## src/rtl/fetch_ctrl_pkg.sv

```systemverilog
// Shared definitions for the fetch sequencer: FSM state encoding,
// program-counter source-select codes and the program address width.
package fetch_ctrl_pkg;

   // Program address width used by the fetch stage.
   localparam int ADDR_W = 14;

   // One-hot program-counter source selects, shared with the fetch-stage mux.
   localparam logic [3:0] SEL_NEXT   = 4'b0001;
   localparam logic [3:0] SEL_BRANCH = 4'b0010;
   localparam logic [3:0] SEL_INT    = 4'b0100;
   localparam logic [3:0] SEL_RET    = 4'b1000;

   // Sequencer states: normal fetch, pipeline drain before vectoring, vector cycle.
   typedef enum logic [1:0] {
      RUN    = 2'd0,
      DRAIN  = 2'd1,
      VECTOR = 2'd2
   } fetch_state_t;

   // Vector slot address: base plus the slot index scaled by the slot size.
   // The result wraps to the program address width.
   function automatic logic [ADDR_W-1:0] vector_addr(
      input logic [ADDR_W-1:0] base,
      input logic [ADDR_W-1:0] idx,
      input int                shift
   );
      return base + (idx << shift);
   endfunction

endpackage

```

## src/rtl/irq_priority_encoder.sv

```systemverilog
// Fixed-priority encoder for the interrupt request lines.
// The lowest-numbered active request wins.
module irq_priority_encoder #(
   parameter int NUM_IRQ = 8,
   parameter int IDX_W   = (NUM_IRQ > 1) ? $clog2(NUM_IRQ) : 1
) (
   input  logic [NUM_IRQ-1:0] req,
   output logic               valid,
   output logic [IDX_W-1:0]   index
);

   // Scan from the top down so the lowest set bit is the last one written.
   always_comb begin
      valid = |req;
      index = '0;
      for (int i = NUM_IRQ - 1; i >= 0; i--) begin
         if (req[i]) begin
            index = IDX_W'(i);
         end
      end
   end

endmodule

```

## src/rtl/fetch_sequencer.sv

```systemverilog
// Fetch-stage sequencer. Chooses the program-counter source each cycle,
// stalls and flushes the front end, and runs interrupt entry: accept,
// drain the older instructions, then vector with acknowledge.
module fetch_sequencer
   import fetch_ctrl_pkg::*;
#(
   parameter int                NUM_IRQ      = 8,
   parameter logic [ADDR_W-1:0] VECTOR_BASE  = 14'h0004,
   parameter int                VECTOR_SHIFT = 2,
   parameter int                DRAIN_CYCLES = 2
) (
   input  logic                clock,
   input  logic                reset,
   input  logic                hazard_stall,
   input  logic                branch_taken,
   input  logic                ret_taken,
   input  logic                reti,
   input  logic                ei,
   input  logic                di,
   input  logic [NUM_IRQ-1:0]  int_req,
   output logic [3:0]          prog_cntr_input_sel,
   output logic                stall,
   output logic                flush,
   output logic [ADDR_W-1:0]   interrupt_branch_addr,
   output logic [NUM_IRQ-1:0]  int_ack,
   output logic                ret_push,
   output logic                int_enable,
   output logic                int_active
);

   localparam int IDX_W = (NUM_IRQ > 1) ? $clog2(NUM_IRQ) : 1;

   fetch_state_t     state;
   fetch_state_t     state_next;
   logic [2:0]       drain_cnt;
   logic [IDX_W-1:0] irq_idx;
   logic             enc_valid;
   logic [IDX_W-1:0] enc_idx;
   logic             redirect;
   logic             accept;
   logic             reti_done;

   irq_priority_encoder #(
      .NUM_IRQ (NUM_IRQ),
      .IDX_W   (IDX_W)
   ) u_prio (
      .req   (int_req),
      .valid (enc_valid),
      .index (enc_idx)
   );

   // Redirects from execute always beat interrupt acceptance; a return only
   // restores interrupt state when it is not overridden by a vector cycle.
   assign redirect  = branch_taken | ret_taken;
   assign accept    = (state == RUN) && !redirect && int_enable && enc_valid;
   assign reti_done = (state != VECTOR) && ret_taken && reti;

   // State register.
   always_ff @(posedge clock or posedge reset) begin
      if (reset) begin
         state <= RUN;
      end else begin
         state <= state_next;
      end
   end

   // Next-state logic: accept enters drain, redirects abandon drain, and the
   // vector cycle always lasts exactly one cycle.
   always_comb begin
      state_next = state;
      case (state)
         RUN: begin
            if (accept) begin
               state_next = DRAIN;
            end
         end
         DRAIN: begin
            if (redirect) begin
               state_next = RUN;
            end else if (!hazard_stall && (drain_cnt <= 3'd1)) begin
               state_next = VECTOR;
            end
         end
         VECTOR: begin
            state_next = RUN;
         end
         default: begin
            state_next = RUN;
         end
      endcase
   end

   // Output decode: redirects never stall, drain holds the PC, vector cycle
   // loads the interrupt address and strobes acknowledge and return push.
   always_comb begin
      prog_cntr_input_sel = SEL_NEXT;
      stall               = 1'b0;
      flush               = 1'b0;
      int_ack             = '0;
      ret_push            = 1'b0;
      case (state)
         RUN, DRAIN: begin
            if (ret_taken) begin
               prog_cntr_input_sel = SEL_RET;
               flush               = 1'b1;
            end else if (branch_taken) begin
               prog_cntr_input_sel = SEL_BRANCH;
               flush               = 1'b1;
            end else if ((state == DRAIN) || accept) begin
               stall = 1'b1;
            end else begin
               stall = hazard_stall;
            end
         end
         VECTOR: begin
            prog_cntr_input_sel = SEL_INT;
            flush               = 1'b1;
            int_ack             = NUM_IRQ'(1) << irq_idx;
            ret_push            = 1'b1;
         end
         default: begin
            prog_cntr_input_sel = SEL_NEXT;
         end
      endcase
   end

   // Drain counter: loaded at accept, counts down only on unstalled drain cycles.
   always_ff @(posedge clock or posedge reset) begin
      if (reset) begin
         drain_cnt <= '0;
      end else if (accept) begin
         drain_cnt <= 3'(DRAIN_CYCLES);
      end else if ((state == DRAIN) && !redirect && !hazard_stall && (drain_cnt != 3'd0)) begin
         drain_cnt <= drain_cnt - 3'd1;
      end
   end

   // Capture the winning request and its vector address at accept; both hold
   // until the next accept so the fetch stage sees a stable address.
   always_ff @(posedge clock or posedge reset) begin
      if (reset) begin
         irq_idx               <= '0;
         interrupt_branch_addr <= VECTOR_BASE;
      end else if (accept) begin
         irq_idx               <= enc_idx;
         interrupt_branch_addr <= vector_addr(VECTOR_BASE, ADDR_W'(enc_idx), VECTOR_SHIFT);
      end
   end

   // Global interrupt enable and in-service flag. Vector entry wins over
   // everything, disable wins over enable, and reti re-enables on exit.
   always_ff @(posedge clock or posedge reset) begin
      if (reset) begin
         int_enable <= 1'b0;
         int_active <= 1'b0;
      end else begin
         if (state == VECTOR) begin
            int_enable <= 1'b0;
         end else if (di) begin
            int_enable <= 1'b0;
         end else if (ei || reti_done) begin
            int_enable <= 1'b1;
         end
         if (state == VECTOR) begin
            int_active <= 1'b1;
         end else if (reti_done) begin
            int_active <= 1'b0;
         end
      end
   end

endmodule

```

## config.mk

```make
export PLATFORM = sky130hd
export DESIGN_NAME = fetch_sequencer
export DESIGN_NICKNAME = d
export VERILOG_FILES = /design/src/rtl/fetch_ctrl_pkg.sv /design/src/rtl/irq_priority_encoder.sv /design/src/rtl/fetch_sequencer.sv
export SDC_FILE = /design/constraint.sdc
export NUM_CORES = 1
export LEC_CHECK = 0
export ABC_AREA = 1
export CORE_UTILIZATION = 41
export CTS_CLUSTER_SIZE = 25
export DETAILED_ROUTE_END_ITERATION = 16
export PLACE_DENSITY = 0.86
export SYNTH_ARGS = -nofsm -noshare
export SYNTH_HDL_FRONTEND = slang
export SYNTH_HIERARCHICAL = 1
export SYNTH_SLANG_ARGS = --single-unit
```

## constraint.sdc

```tcl
create_clock -name clock -period 2.1 [get_ports clock]
set_input_delay 0.42 -clock clock [delete_from_list [all_inputs] [get_ports clock]]
set_output_delay 0.42 -clock clock [all_outputs]
set_load 0.005 [all_outputs]
```

==> reports/metrics.csv <==
metric,value,unit
status,"finished, final reports clean",
clock latency on the worst-skew pair,290,ps
P_int,0.532,mW
Sink Count,14,
max incr delay on CP,510,ps
final slew viol count,0,
Mapped Area,0.00103,mm^2
"Slowest-stage cell, CP",clkdlybuf4s50_1,
CTS tree,built,
first-pass GRT wire length,3.95,mm
Reg2Reg Setup Slack,560,ps
sw power,0.230,mW
CP Max Fanout,6,
Setup WS pre-CTS,-421,ps
Final Skew,8.05,ps
WP data arrival,1660,ps
post-route ant nets,0,
Placer Congestion,0.752,
Die Height,52.1,um
layout cells sized above 1,0.259,
"Seq/Total Area, Yosys",0.341,
Seq pwr share,0.435,
Fin Hold WS,459,ps
Starting Density,0.448,
Wirelength per Cell,11.4,um
overall routing resource usage,0.201,
final worst slack,22.5,ps
synth cell count leaders,"nand2_1 (38), inv_1 (20), nor2_1 (14)",
Final Hold Fails,0,
vias in the first global route,929,
"Avg Cell Area, Syn",7.25,um^2
Syn Inst Count,142,
Yosys top cell area share,0.316,
largest net degree at the start of global routing,15,
htree depth,1,
DIE WIDTH,52.1,um
antenna diode count,0,
"Primary FF master, synth",dfrtp_1,
Sw Share,0.302,
nets,222,
CTS clock-pin slew for the worst setup and hold paths,80,ps
via/cell ratio,4.56,
"FF+latch count, synth",14,
# rows,17,
GR Overflow Total,0,
# DRC,0,
leak pwr,0.947,nW
PD cells,476,mW/mm^2
period utilization,0.989,
hold_buf cts,0,
post-route setup TNS,0,ps
clock buffer depth,2,
Core ar.,0.00230,mm^2
Buffers & Inverters on Critical Path,2,
die area,0.00272,mm^2
peak supply drop,497,uV
"Cell Chain, Critical Path",inv_2 > nor2_4 > nand2_2 > nor2_1 > clkdlybuf4s50_1,
Pwr Total,0.762,mW
asr flop ratio synth,1.00,
Area Overhead vs Synth,55.5,%
total clock buffers created by CTS,3,
most frequent cell after synthesis,nand2_1,
vias post-DR,1045,
type of element capturing the critical path,output pin,
required time worst endpoint,1680,ps
largest area contributor in the netlist,dfrtp_1,
Clk pwr share,0.252,
Post-synth EDFFs,0,
Clock Root Buffer,clkbuf_4,
io pins,47,
Synth cell types,26,
Combinational Power Share,0.314,
initial antenna violation count,0,
Yosys warnings,6,
fmax,481,MHz
port bufs,36,
crit path launch type,flip-flop,
family with the most delay on the worst path,buffers and inverters,
critical path class,flip-flop to output pin,
min-delay worst type,input port to asynchronous set/reset pin,
hpwl dp,1.79,mm
initial DRC count,21,
Final min period,2080,ps
final wirelength,2.61,mm
drt pass-1 iters,4,
Max-Cap Viols,0,
Area contributors post-synth,"dfrtp_1 (32%), nand2_1 (14%), buf_4 (8.0%), inv_1 (7.3%), nor2_1 (5.1%)",
Final Setup Violations,0,
==> sequential cells by signal (all words and copies together), names as in the netlist <==
| signal | count |
|---|---|
| drain_cnt | 3 |
| int_active | 1 |
| int_enable | 1 |
| interrupt_branch_addr | 4 |
| irq_idx | 3 |
| state | 2 |
==> worst paths after layout <==
kind,cells after the start,from,to
setup / recovery,5,state[1]$_DFFE_PP0P_,int_ack[6]
hold / removal,2,reset,int_active$_DFFE_PP0P_
setup reg to reg,9,int_enable$_DFFE_PP0P_,irq_idx[0]$_DFFE_PP0P_
hold reg to reg,2,interrupt_branch_addr[2]$_DFFE_PP1P_,interrupt_branch_addr[2]$_DFFE_PP1P_
max in group asynchronous,2,reset,interrupt_branch_addr[2]$_DFFE_PP1P_
min in group clock,2,interrupt_branch_addr[2]$_DFFE_PP1P_,interrupt_branch_addr[2]$_DFFE_PP1P_
==> layout make-up <==
class / instances / area (um^2)
timing repair buffer: 58 / 541
sequential: 14 / 354
fill: 173 / 696
multi-input combinational: 103 / 553
clock buffer: 4 / 36.3
inverter: 22 / 82.6
tap: 28 / 35.0
==> metal layers <==
| metal | vias to the layer above | GRT usage | part of all wire |
|---|---|---|---|
| met1 | 473 | 0.240 | 0.40 |
| met3 | 2 | 0.0497 | 0.064 |
| met5 | - | 0 | 0 |
| li1 | 535 | - | - |
| met4 | 0 | 0.0270 | 0.0061 |
| met2 | 35 | 0.368 | 0.52 |
==> power by group through the flow <==
stage | combinational (mW) | clock [mW] | sequential (mW)
global placement | 0.210 | 0 | 0.334
detailed placement | 0.219 | 0 | 0.335
finish | 0.239 | 0.192 | 0.331
floorplan | 0.132 | 0 | 0.332
CTS | 0.239 | 0.197 | 0.330
global route | 0.272 | 0.207 | 0.336
==> logic make-up (layout without fill, tap and decap cells) <==
kind of cell,count (synthesis),in the layout,synth area share
and+or+nand+nor,72,72,0.327
buffers and inverters,34,84,0.171
AOI/OAI and AO/OA,15,15,0.0911
DFF,14,14,0.341
adders and majority gates,4,4,0.0486
xor gates and xnor gates,2,2,0.0170
other,1,10,0.00364
==> per-stage QoR <==
step,util,instance area (um^2),std cells
after floorplan,-,1060,151
after global placement,0.620,1430,211
after detailed placement,0.620,1430,211
after CTS,0.679,1560,227
after global routing,0.697,1600,229
final,0.697,1600,229
==> timing repair <==
item / in CTS / in global routing
resized for setup: 12 / 18
pin swaps: 6 / 8
endpoints found under the setup margin: 12 / 13
buffers inserted: 12 / 5
==> placed cells by master, fill, tap and decap left out, drive strengths merged <==
| cell | n |
|---|---|
| a31oi | 1 |
| inv | 22 |
| dfrtp | 13 |
| clkbuf | 5 |
| or2 | 1 |
| dfstp | 1 |
| dlygate4sd2 | 4 |
| buf | 22 |
| o21ai | 9 |
| clkdlybuf4s50 | 21 |
| nand4 | 1 |
| nand2 | 38 |
| xnor2 | 1 |
| conb | 10 |
| nand3b | 1 |
| xor2 | 1 |
| a211oi | 1 |
| nand3 | 8 |
| nor3 | 2 |
| a21oi | 4 |
| nor2 | 21 |
| dlymetal6s2s | 10 |
| ha | 4 |
No activity file was read; power rests on OpenSTA's default activity.
